File: config.mk
export PLATFORM = sky130hd
export DESIGN_NAME = cdb_arbiter
export DESIGN_NICKNAME = d
export VERILOG_FILES = /design/src/rtl/cdb_arbiter.sv
export SDC_FILE = /design/constraint.sdc
export NUM_CORES = 1
export LEC_CHECK = 0
export ABC_CLOCK_PERIOD_IN_PS = 5000
export CAP_MARGIN = 15
export CORE_MARGIN = 4
export CORE_UTILIZATION = 58
export CTS_CLUSTER_SIZE = 8
export DETAILED_ROUTE_END_ITERATION = 10
export GPL_ROUTABILITY_DRIVEN = 0
export PLACE_DENSITY = 0.84
export SLEW_MARGIN = 25
export SYNTH_ARGS = -nofsm -noshare
export SYNTH_HDL_FRONTEND = slang
export SYNTH_SLANG_ARGS = --single-unit
File: constraint.sdc
create_clock -name clock -period 5 [get_ports clock]
set_input_delay 0.5 -clock clock [delete_from_list [all_inputs] [get_ports clock]]
set_output_delay 0.5 -clock clock [all_outputs]
set_load 0.05 [all_outputs]
File: src/rtl/cdb_arbiter.sv
// cdb_arbiter: completion stage between the functional units and the PRF.
// Each FU owns a small result FIFO; one non-empty FIFO is picked per cycle by
// round-robin and its head is broadcast on a registered common data bus that
// drives the PRF write port and the wakeup network. A squash flushes every
// buffered result; results to physical register 0 are accepted and discarded.
module cdb_arbiter #(
  parameter int NUM_FU      = 4,
  parameter int FIFO_DEPTH  = 2,
  parameter int PHYS_REG_SZ = 64,
  parameter int XLEN        = 32,
  parameter int PREG_W      = $clog2(PHYS_REG_SZ)
) (
  input  logic                             clock,
  input  logic                             reset,
  input  logic                             squash,
  input  logic [NUM_FU-1:0]                fu_valid,
  input  logic [NUM_FU-1:0][PREG_W-1:0]    fu_tag,
  input  logic [NUM_FU-1:0][XLEN-1:0]      fu_data,
  output logic [NUM_FU-1:0]                fu_ready,
  output logic                             cdb_valid,
  output logic [PREG_W-1:0]                cdb_tag,
  output logic [XLEN-1:0]                  cdb_data,
  output logic [$clog2(NUM_FU)-1:0]        cdb_src
);

  localparam int SRC_W = $clog2(NUM_FU);
  localparam int PTR_W = $clog2(FIFO_DEPTH);
  localparam int CNT_W = $clog2(FIFO_DEPTH + 1);

  localparam logic [CNT_W-1:0]  DEPTH_C  = CNT_W'(FIFO_DEPTH);
  localparam logic [CNT_W-1:0]  CNT_ONE  = CNT_W'(1);
  localparam logic [CNT_W-1:0]  CNT_ZERO = {CNT_W{1'b0}};
  localparam logic [PTR_W-1:0]  PTR_ONE  = PTR_W'(1);
  localparam logic [PREG_W-1:0] ZERO_TAG = {PREG_W{1'b0}};

  // FIFO payload storage (no reset needed: validity is tracked by count_q)
  logic [PREG_W-1:0] tag_mem_q  [NUM_FU][FIFO_DEPTH];
  logic [XLEN-1:0]   data_mem_q [NUM_FU][FIFO_DEPTH];

  // FIFO bookkeeping
  logic [NUM_FU-1:0][PTR_W-1:0] wptr_q, wptr_d;
  logic [NUM_FU-1:0][PTR_W-1:0] rptr_q, rptr_d;
  logic [NUM_FU-1:0][CNT_W-1:0] count_q, count_d;

  // Round-robin pointer and registered CDB
  logic [SRC_W-1:0]  rr_q, rr_d;
  logic              cdb_valid_q, cdb_valid_d;
  logic [PREG_W-1:0] cdb_tag_q, cdb_tag_d;
  logic [XLEN-1:0]   cdb_data_q, cdb_data_d;
  logic [SRC_W-1:0]  cdb_src_q, cdb_src_d;

  // Combinational handshake / arbitration signals
  logic [NUM_FU-1:0] fu_ready_s;
  logic [NUM_FU-1:0] store_s;
  logic [NUM_FU-1:0] deq_s;
  logic              grant_valid_s;
  logic [SRC_W-1:0]  grant_idx_s;
  logic [PREG_W-1:0] head_tag_s;
  logic [XLEN-1:0]   head_data_s;

  // Ready is taken from registered occupancy only; tag-0 results complete the handshake but are not stored
  always_comb begin
    fu_ready_s = {NUM_FU{1'b0}};
    store_s    = {NUM_FU{1'b0}};
    for (int i = 0; i < NUM_FU; i++) begin
      fu_ready_s[i] = (count_q[i] < DEPTH_C) && !reset && !squash;
      store_s[i]    = fu_valid[i] && fu_ready_s[i] && (fu_tag[i] != ZERO_TAG);
    end
  end

  // Round-robin scan starting at rr_q: first non-empty FIFO wins
  always_comb begin
    logic [SRC_W-1:0] idx_s;
    grant_valid_s = 1'b0;
    grant_idx_s   = {SRC_W{1'b0}};
    idx_s         = {SRC_W{1'b0}};
    for (int k = 0; k < NUM_FU; k++) begin
      idx_s = SRC_W'((int'(rr_q) + k) % NUM_FU);
      if (!grant_valid_s && (count_q[idx_s] != CNT_ZERO)) begin
        grant_valid_s = 1'b1;
        grant_idx_s   = idx_s;
      end else begin
        grant_valid_s = grant_valid_s;
      end
    end
  end

  // Decode the grant into per-FIFO dequeue strobes and select the granted head entry
  always_comb begin
    deq_s = {NUM_FU{1'b0}};
    for (int i = 0; i < NUM_FU; i++) begin
      deq_s[i] = grant_valid_s && (grant_idx_s == SRC_W'(i));
    end
    head_tag_s  = tag_mem_q[grant_idx_s][rptr_q[grant_idx_s]];
    head_data_s = data_mem_q[grant_idx_s][rptr_q[grant_idx_s]];
  end

  // Next-state: squash empties every FIFO and kills the broadcast; otherwise enqueue, dequeue and load the CDB
  always_comb begin
    wptr_d      = wptr_q;
    rptr_d      = rptr_q;
    count_d     = count_q;
    rr_d        = rr_q;
    cdb_valid_d = 1'b0;
    cdb_tag_d   = cdb_tag_q;
    cdb_data_d  = cdb_data_q;
    cdb_src_d   = cdb_src_q;
    if (squash) begin
      wptr_d      = {(NUM_FU*PTR_W){1'b0}};
      rptr_d      = {(NUM_FU*PTR_W){1'b0}};
      count_d     = {(NUM_FU*CNT_W){1'b0}};
      cdb_valid_d = 1'b0;
    end else begin
      for (int i = 0; i < NUM_FU; i++) begin
        if (store_s[i]) begin
          wptr_d[i] = wptr_q[i] + PTR_ONE;
        end else begin
          wptr_d[i] = wptr_q[i];
        end
        if (deq_s[i]) begin
          rptr_d[i] = rptr_q[i] + PTR_ONE;
        end else begin
          rptr_d[i] = rptr_q[i];
        end
        case ({store_s[i], deq_s[i]})
          2'b10:   count_d[i] = count_q[i] + CNT_ONE;
          2'b01:   count_d[i] = count_q[i] - CNT_ONE;
          default: count_d[i] = count_q[i];
        endcase
      end
      if (grant_valid_s) begin
        cdb_valid_d = 1'b1;
        cdb_tag_d   = head_tag_s;
        cdb_data_d  = head_data_s;
        cdb_src_d   = grant_idx_s;
        rr_d        = SRC_W'((int'(grant_idx_s) + 32'sd1) % NUM_FU);
      end else begin
        cdb_valid_d = 1'b0;
      end
    end
  end

  // State registers with synchronous reset; reset outranks squash
  always_ff @(posedge clock) begin
    if (reset) begin
      wptr_q      <= {(NUM_FU*PTR_W){1'b0}};
      rptr_q      <= {(NUM_FU*PTR_W){1'b0}};
      count_q     <= {(NUM_FU*CNT_W){1'b0}};
      rr_q        <= {SRC_W{1'b0}};
      cdb_valid_q <= 1'b0;
      cdb_tag_q   <= ZERO_TAG;
      cdb_data_q  <= {XLEN{1'b0}};
      cdb_src_q   <= {SRC_W{1'b0}};
    end else begin
      wptr_q      <= wptr_d;
      rptr_q      <= rptr_d;
      count_q     <= count_d;
      rr_q        <= rr_d;
      cdb_valid_q <= cdb_valid_d;
      cdb_tag_q   <= cdb_tag_d;
      cdb_data_q  <= cdb_data_d;
      cdb_src_q   <= cdb_src_d;
    end
  end

  // Payload write: store_s is already gated off by reset and squash through fu_ready
  always_ff @(posedge clock) begin
    for (int i = 0; i < NUM_FU; i++) begin
      if (store_s[i]) begin
        tag_mem_q[i][wptr_q[i]]  <= fu_tag[i];
        data_mem_q[i][wptr_q[i]] <= fu_data[i];
      end
    end
  end

  assign fu_ready  = fu_ready_s;
  assign cdb_valid = cdb_valid_q;
  assign cdb_tag   = cdb_tag_q;
  assign cdb_data  = cdb_data_q;
  assign cdb_src   = cdb_src_q;

endmodule
; Yosys cells after proc, flatten, opt, wreduce, memory -nomap -nowiden
; Memory sizes are Yosys's and may differ from the RTL's.
; Cells that the tools add are included.
[classes]
add_sub_neg = 20
muxes = 57
order_cmp = 18
bitwise = 6
n_eq_ne = 11
reduce_logical = 47
[op_table]
columns = cell, count
row1 = $mux W64, 4
row2 = $mux W32, 7
row3 = $demux W32 S1, 4
row4 = $mux W12, 4
row5 = $mux W6, 7
row6 = $logic_and A1 B1 Y1, 27
row7 = $demux W6 S1, 4
row8 = $reduce_bool A6 Y1, 4
row9 = $bmux W2 S2, 4
row10 = $mux W2, 8
row11 = $pmux W2 S2, 4
row12 = $reduce_bool A2 Y1, 8
row13 = $lt A2 B3 Y1 const B, 5
row14 = $add A2 B1 Y2 const B, 6
row15 = $eq A2 B2 Y1 const B, 6
row16 = $eq A2 B1 Y1 const B, 5
row17 = $ge A2 B2 Y1 const B, 5
row18 = $mux W1, 10
row19 = $not A1 Y2, 5
row20 = $add A1 B1 Y1 const B, 8
row21 = $lt A2 B1 Y1 const B, 4
row22 = $lt A2 B2 Y1 const B, 4
row23 = $sub A2 B1 Y2 const B, 4
row24 = $logic_not A1 Y1, 5
row25 = 6 further kinds, 7
[word_totals]
register_bits = 59
elab_cells = 178
mem_bits_rw = 304
mem_count = 2
in_bits = 159
output_inout_bits = 45
[mem_list]
columns = name, words, word_bits, rd, rd_clocked_by_memory_dff, wr, line
row1 = data_mem_q, 4, 64, 1, 0, 4, 38  ; logic [XLEN-1:0] data_mem_q [NUM_FU][FIFO_DEPTH];
row2 = tag_mem_q, 4, 12, 1, 0, 4, 37  ; logic [PREG_W-1:0] tag_mem_q [NUM_FU][FIFO_DEPTH];

; Depth between registers and ports, before layout
; Gate-level depths: netlist (run 1).
[depth]
ltp_word = 19
mapped_depth = 12
ltp_nobuf = 10

; Worst setup path after synthesis (run 1)
; OpenSTA, ideal clock, no wires.
[synth_path]
kind = input to register
startpoint = input reset
endpoint = memory data_mem_q[0][0] (netlist name) (enable)
arrival_ps = 4001
setup_time_ps = 433
cell_stages = 6
required_ps = 4567
path_slack_ps = 566
n_path_buf = 2
cell_sequence = clkbuf_1 > or2_2 > clkbuf_1 > nor2_1 > o311ai_0 > nor2_1
[synth_rtl]
columns = element, line
row1 = start: declaration, 14  ; input logic reset,
row2 = end: declaration, 38

; Worst setup path after layout (run 1)
[layout_path]
startpoint = register count_q[6] (netlist name)
endpoint = register cdb_data_q[7], in the netlist cdb_data[7]
[layout_via]
elab_chain_len = 19
word_cells_on_any_way = 34
cone_classes = mux (21) / bitwise (1) / reduce/logical (11) / memory (1)
[layout_lines]
columns = element, line
row1 = start: declaration, 43  ; logic [NUM_FU-1:0][CNT_W-1:0] count_q, count_d;
row2 = start signal: assignment, 148  ; count_q <= {(NUM_FU*CNT_W){1'b0}};
row3 = start signal: assignment, 157  ; count_q <= count_d;
row4 = $bmux W2 S2, 79  ; if (!grant_valid_s && (count_q[idx_s] != CNT_ZERO)) begin
row5 = $mux W2 (implied by the code), 79
row6 = $reduce_bool A2 Y1, 79
row7 = $mux W1, 79
row8 = $logic_not A1 Y1, 79
row9 = $logic_and A1 B1 Y1, 79
row10 = $mux W1, 79
row11 = $logic_not A1 Y1, 79
row12 = $logic_and A1 B1 Y1, 79
row13 = $mux W1, 79
row14 = $logic_not A1 Y1, 79
row15 = $logic_and A1 B1 Y1, 79
row16 = $mux W2, 79
row17 = $bmux W1 S2, 95  ; head_data_s = data_mem_q[grant_idx_s][rptr_q[grant_idx_s]];
row18 = $mux W1 (implied by the code), 95
row19 = $not A1 Y2 (implied by the code), 95
row20 = $mux W32 (implied by the code) (3 in a row), 95
row21 = end signal: assignment, 152  ; cdb_data_q <= {XLEN{1'b0}};
row22 = end signal: assignment, 161  ; cdb_data_q <= cdb_data_d;
row23 = end: declaration, 49  ; logic [XLEN-1:0] cdb_data_q, cdb_data_d;
; Parallel ways exist; a longest one is shown, timed or not. The select of a mux whose other input is x is not followed.
; A chain may end at the register's enable or synchronous reset.

==> metrics.txt, run 1 <==
status completed; IO Port Bufs between 200 and 250; Post-route DRC 0; largest area contributor in the netlist edfxtp_1; most common cell in the synthesized netlist edfxtp_1; Synth Area in Adders 0.006802; layout cells sized above 1 0.1384; diodes inserted 0; Final Hold Violating Endpoints 0; H-tree level count 2; Via-to-Cell Ratio 6.406; postcts setup bufs 0; Final HPWL DP ~24,000 um; Synth Area in Simple Gates 0.02729; I/O pin cnt 204; pre-CTS setup slack 1.462 ns; slew margin rel. 0.3105; Rows 58; area of the multi-input gates 3870 um^2; Slew Limit Fails 0; XOR/XNOR Fraction of Synth Area 0.009523; Avg WL per Cell 25.57 um; fmax 279.6 MHz; Core Area 25,040 um^2; most instantiated cells after synthesis edfxtp_1 (304), o211ai_1 (228), inv_1 (86); vias in the first global route 10,540; syn_nets 1,178; unrepaired setup endpoints after global routing false; Die H 167.3 um; Layout area overhead 26.50%; FFs w/ async S/R, synth 0; initial detailed-routing violation count 1,137; crit path DAT 4.00 ns; Final Skew approximately 0.017 ns; Clk Latency, worst-skew pair 0.55 ns; number of routed nets with antenna violations 0; Seq cells post-synth 363; number of synthesized flops with an enable pin approximately 300; Setup-failing EPs final 0; GRT Overall Usage 0.2837; WS Path Type reg -> reg; Worst Hold Class reg -> reg; largest net degree at the start of global routing 78; Starting Density 0.5878; largest cells by area after synthesis edfxtp_1 (62%), o211ai_1 (12%), dfxtp_1 (8.0%); Pleak 6.056 nW; nets@finish 1,375; Yosys cell types 34; Design Area, Final roughly 19,000 um^2; setup TNS 0 ns; first-pass GRT wire length 61,290 um; # hold bufs at CTS 0; Final Cycle Share 0.7152; crit-path cells nor2_1, nand2_4, buf_4, or3_1, nor2b_4, buf_4, nor2_1, a311oi_1; Compound-Gate Fraction of Synth Area 0.1489; Avg Inst Size Synth 14.56 um^2; Final WS setup 1.424 ns; Yosys warnings 0; CTS root buf clkbuf_16; Filler cells ~1,500; register area about 10,000 um^2; TritonCTS clock tree built; worst-margin pin slew 1.034 ns; minimum clock period 3.576 ns; synthesized cell area 14,720 um^2; CTS Buf Count around 50; WHS 0.4967 ns; maximum vdd drop 0.3088 mV; crit-path max cell delay 0.77 ns; Post-Synthesis Cells ~1,000; total number of vias 10,120; post-synthesis sequential area ratio 0.7006; final wirelength 40,400 um; Max Cap Viol 0; ys flop type edfxtp_1; Total Power approximately 7.4 mW; Worst Path Required 5.42 ns; # resized after CTS 0; main combinational cell family by area after synthesis compound AO/OA/AOI/OAI gates; P per Cell Area 396.4 nW/um^2; Yosys top cell area share 0.6204; clock tree buffer depth 3; Die ar. 27,980 um^2; worst-path maximum fanout 77; Critical Path Sink Type flip-flop; mux share of post-synthesis cell area 0.06258; Clock Sinks between 300 and 400; grt total ovfl 0; initial antenna violation count 0; placed cell area 17,150 um^2; clock slew at reported path FFs 0.05 ns; element type at the critical path start flip-flop; Die X between 150 and 200 um; critical path's slowest cell nor2b_4; First-pass DRT Iterations 5
==> cells in the final DEF, fill, tap and decap left out, drive strengths merged, types with 3 or more instances in the layout <==
cell           count
nor2              64
clkbuf            92
buf               23
mux2              76
or4                4
and2               4
clkdlybuf4s50    202
inv               88
dfxtp             59
o21ai              4
edfxtp           304
a21oi              6
o211ai           228
ha                 8
o311ai             4
a311oi            38
xnor2             12
or2                3
xor2               4
or3                5
nor2b              6
==> registers in the layout, summed over array words and instances (netlist names) <==
signal	cells
data_mem_q	256
tag_mem_q	48
cdb_data	32
count_q	8
cdb_tag	6
rptr_q	4
wptr_q	4
cdb_src	2
rr_q	2
cdb_valid	1
==> cell type report <==
class | instances | share of cell area
timing repair buffer | 225 | 0.1192
tap | 330 | 0.02218
sequential | 363 | 0.5538
clock buffer | 92 | 0.07682
inverter | 88 | 0.01788
clock inverter | 3 | 0.002151
multi-input combinational | 479 | 0.2079
==> routing by layer <==
layer	GRT usage	part of all wire
met2	0.4748	0.50
met5	0	0
met3	0.05831	0.10
met1	0.3723	0.36
met4	0.1020	0.029
==> where the power goes <==
group	total (mW)	internal [mW]	switching, mW
clock	3.11	1.91	1.20
combinational	0.852	0.325	0.527
sequential	3.42	3.37	0.0446
total	7.38	5.61	1.77
==> kinds of logic after synthesis <==
kind of cell               count (synthesis)
and+or+nand+nor                           89
adders and majority gates                  8
AOI/OAI and AO/OA                        286
muxes                                     80
xor gates and xnor gates                  16
DFF                                      363
buffers and inverters                    169
==> final timing paths <==
path	startpoint	to	slack [ns]	depth (start not counted)
min reg2reg	cdb_data[16]	cdb_data[16]	0.50	2
min	cdb_data[16]	cdb_data[16]	0.50	2
max reg2reg	count_q[6]	cdb_data[7]	1.42	8
max	count_q[6]	cdb_data[7]	1.42	8
==> through the flow <==
stage               std cells  utilization
global placement         1483       0.6831
floorplan                1011            -
finish                   1580       0.7435
CTS                      1580       0.7435
detailed placement       1485       0.6848
global route             1580       0.7435
==> worst max-delay path, delay by kind of cell, from the launching register on <==
kind	cells	cell delay, ns
simple gates	5	1.36
compound gates	1	0.31
buf+inv	2	1.32
flops	1	0.40
No activity file was read; power rests on OpenSTA's default activity.
==> inputs of run 2 (changes only) <==
--- a/config.mk
+++ b/config.mk
@@ -5,14 +5,14 @@
 export SDC_FILE = /design/constraint.sdc
 export NUM_CORES = 1
 export LEC_CHECK = 0
-export ABC_CLOCK_PERIOD_IN_PS = 5000
+export ABC_CLOCK_PERIOD_IN_PS = 3130
 export CAP_MARGIN = 15
 export CORE_MARGIN = 4
-export CORE_UTILIZATION = 58
+export CORE_UTILIZATION = 49
 export CTS_CLUSTER_SIZE = 8
 export DETAILED_ROUTE_END_ITERATION = 10
 export GPL_ROUTABILITY_DRIVEN = 0
-export PLACE_DENSITY = 0.84
+export PLACE_DENSITY = 0.76
 export SLEW_MARGIN = 25
 export SYNTH_ARGS = -nofsm -noshare
 export SYNTH_HDL_FRONTEND = slang
==> constraint.sdc (replaced) <==
create_clock -name clock -period 3.13 [get_ports clock]
set_input_delay 0.313 -clock clock [delete_from_list [all_inputs] [get_ports clock]]
set_output_delay 0.313 -clock clock [all_outputs]
set_load 0.05 [all_outputs]
==> metrics.txt, run 2 (synthesis results as in run 1) <==
pre-CTS setup slack 0.2955 ns; Via-to-Cell Ratio 5.978; Final WS setup 0.3660 ns; Slew Limit Fails 0; crit path DAT 3.14 ns; Final Cycle Share 0.8831; Clock Sinks 363; largest net degree at the start of global routing 78; WS Path Type reg -> reg; Rows 63; element type at the critical path start flip-flop; M2 GR Usage 0.3984; IO Port Bufs 203; I/O pin cnt 204; Die H 181.3 um; initial antenna violation count 1; met1 Usage GRT 0.3079; total number of vias between 9,000 and 10,000; worst-margin pin slew 0.8551 ns; nets@finish 1,395; fmax approximately 360 MHz; slew margin rel. 0.4300; worst-path maximum fanout 52; most used cell, CP o211ai_1; initial detailed-routing violation count 872; Final Skew 0.03531 ns; Design Area, Final 19,000 um^2; maximum vdd drop 0.4517 mV; Avg WL per Cell 24.00 um; Worst Path Required 3.51 ns; postcts setup bufs 0; TritonCTS clock tree built; most frequent cells in the layout edfxtp_1 (304), o211ai_1 (228), clkdlybuf4s50_1 (199); Critical Path Sink Type flip-flop; Die ar. 32,870 um^2; CTS Buf Count slightly above 50; crit-path cells or2_4, a2111oi_0, a21oi_4, clkinv_2, buf_4, o211ai_1, o211ai_1, a311oi_1; P per Cell Area 625.8 nW/um^2; Post-route DRC 0; First-pass DRT Iterations 5; number of routed nets with antenna violations 0; # resized after CTS 0; placed cell area 17,500 um^2; Starting Density 0.4965; unrepaired setup endpoints after global routing false; Die X ~180 um; H-tree level count 2; clock slew at reported path FFs 0.05 ns; Core Area slightly below 30,000 um^2; CTS root buf clkbuf_16; Pleak 6.208 nW; Final Hold Violating Endpoints 0; status completed; minimum clock period 2.764 ns; Max Cap Viol 0; final wirelength 39,840 um; grt total ovfl 0; Layout area overhead 29.10%; GRT Overall Usage 0.2364; Final HPWL DP 24,270 um; Worst Hold Class in -> reg; GRT busiest layer met2; commonest non-fill, non-tap cell in the layout edfxtp_1; max FFs per register 256; # hold bufs at CTS 0; first-pass GRT wire length 60,310 um; clock tree buffer depth 3; Filler cells 2,143; layout cells sized above 1 0.1552; crit-path max cell delay 0.70 ns; Clk Latency, worst-skew pair 0.56 ns; Setup-failing EPs final 0; critical path's slowest cell a2111oi_0; GRT met3 Usage 0.04711; vias in the first global route just over 10,000
-- run 2: cell count changes in the layout (fill, tap and decap cells not counted), sizes merged --
| cell | delta |
|---|---|
| clkinvlp | -1 |
| clkbuf | -1 |
| buf | +23 |
| diode | +1 |
| inv | +1 |
| clkdlybuf4s50 | -3 |
-- run 2: path summary, 6_finish.rpt --
check | startpoint | endpoint | slack [ns] | depth (start not counted)
setup / recovery | count_q[1] | cdb_data[18] | 0.37 | 8
hold reg to reg | cdb_data[7] | cdb_data[7] | 0.50 | 2
hold / removal | fu_data[100] | data_mem_q[3][36] | 0.34 | 1
setup reg to reg | count_q[1] | cdb_data[18] | 0.37 | 8
-- run 2: per-stage QoR --
step | TNS (ns) | total power, mW | hold WS [ns] | util | std cells
after floorplan | -72.46 | 6.285 | 0.4119 | - | 1011
after detailed placement | 0 | 6.917 | 0.4951 | 0.5904 | 1565
after global routing | 0 | 12.28 | 0.3263 | 0.6410 | 1660
after global placement | 0 | 6.895 | 0.4876 | 0.5904 | 1565
after CTS | 0 | 11.97 | 0.3050 | 0.6409 | 1659
final | 0 | 11.89 | 0.3379 | 0.6410 | 1660
-- run 2: report_power, final --
group | total, mW | switching [mW] | internal, mW | leakage, nW
sequential | 5.45 | 0.0652 | 5.39 | 3.24
combinational | 1.38 | 0.836 | 0.546 | 2.26
clock | 5.06 | 1.95 | 3.10 | 0.707
-- run 2: layer usage --
| layer | wire length, um | share of wire |
|---|---|---|
| met4 | 1260 | 0.032 |
| met1 | 15490 | 0.39 |
| met5 | 0 | 0 |
| met2 | 19460 | 0.49 |
| met3 | 3620 | 0.091 |
-- run 2: cell type report --
| cell class | count | area [um^2] | area share |
|---|---|---|---|
| repair buffers | 245 | 2497 | 0.1315 |
| inverters | 88 | 334.1 | 0.01759 |
| multi-input cells | 479 | 3870 | 0.2037 |
| diodes | 1 | 2.502 | 0.0001317 |
| clock inverters | 3 | 47.55 | 0.002503 |
| flip-flops and latches | 363 | 10310 | 0.5427 |
| well taps | 390 | 488.0 | 0.02569 |
| clock buffers | 91 | 1448 | 0.07620 |
-- run 2: worst max-delay path, delay by kind of cell, from the launching register on --
kind / cells / cell delay, ns
buffers and inverters: 2 / 0.60
flip-flops: 1 / 0.32
AND/OR/NAND/NOR: 1 / 0.29
AO/OA/AOI/OAI: 5 / 1.33
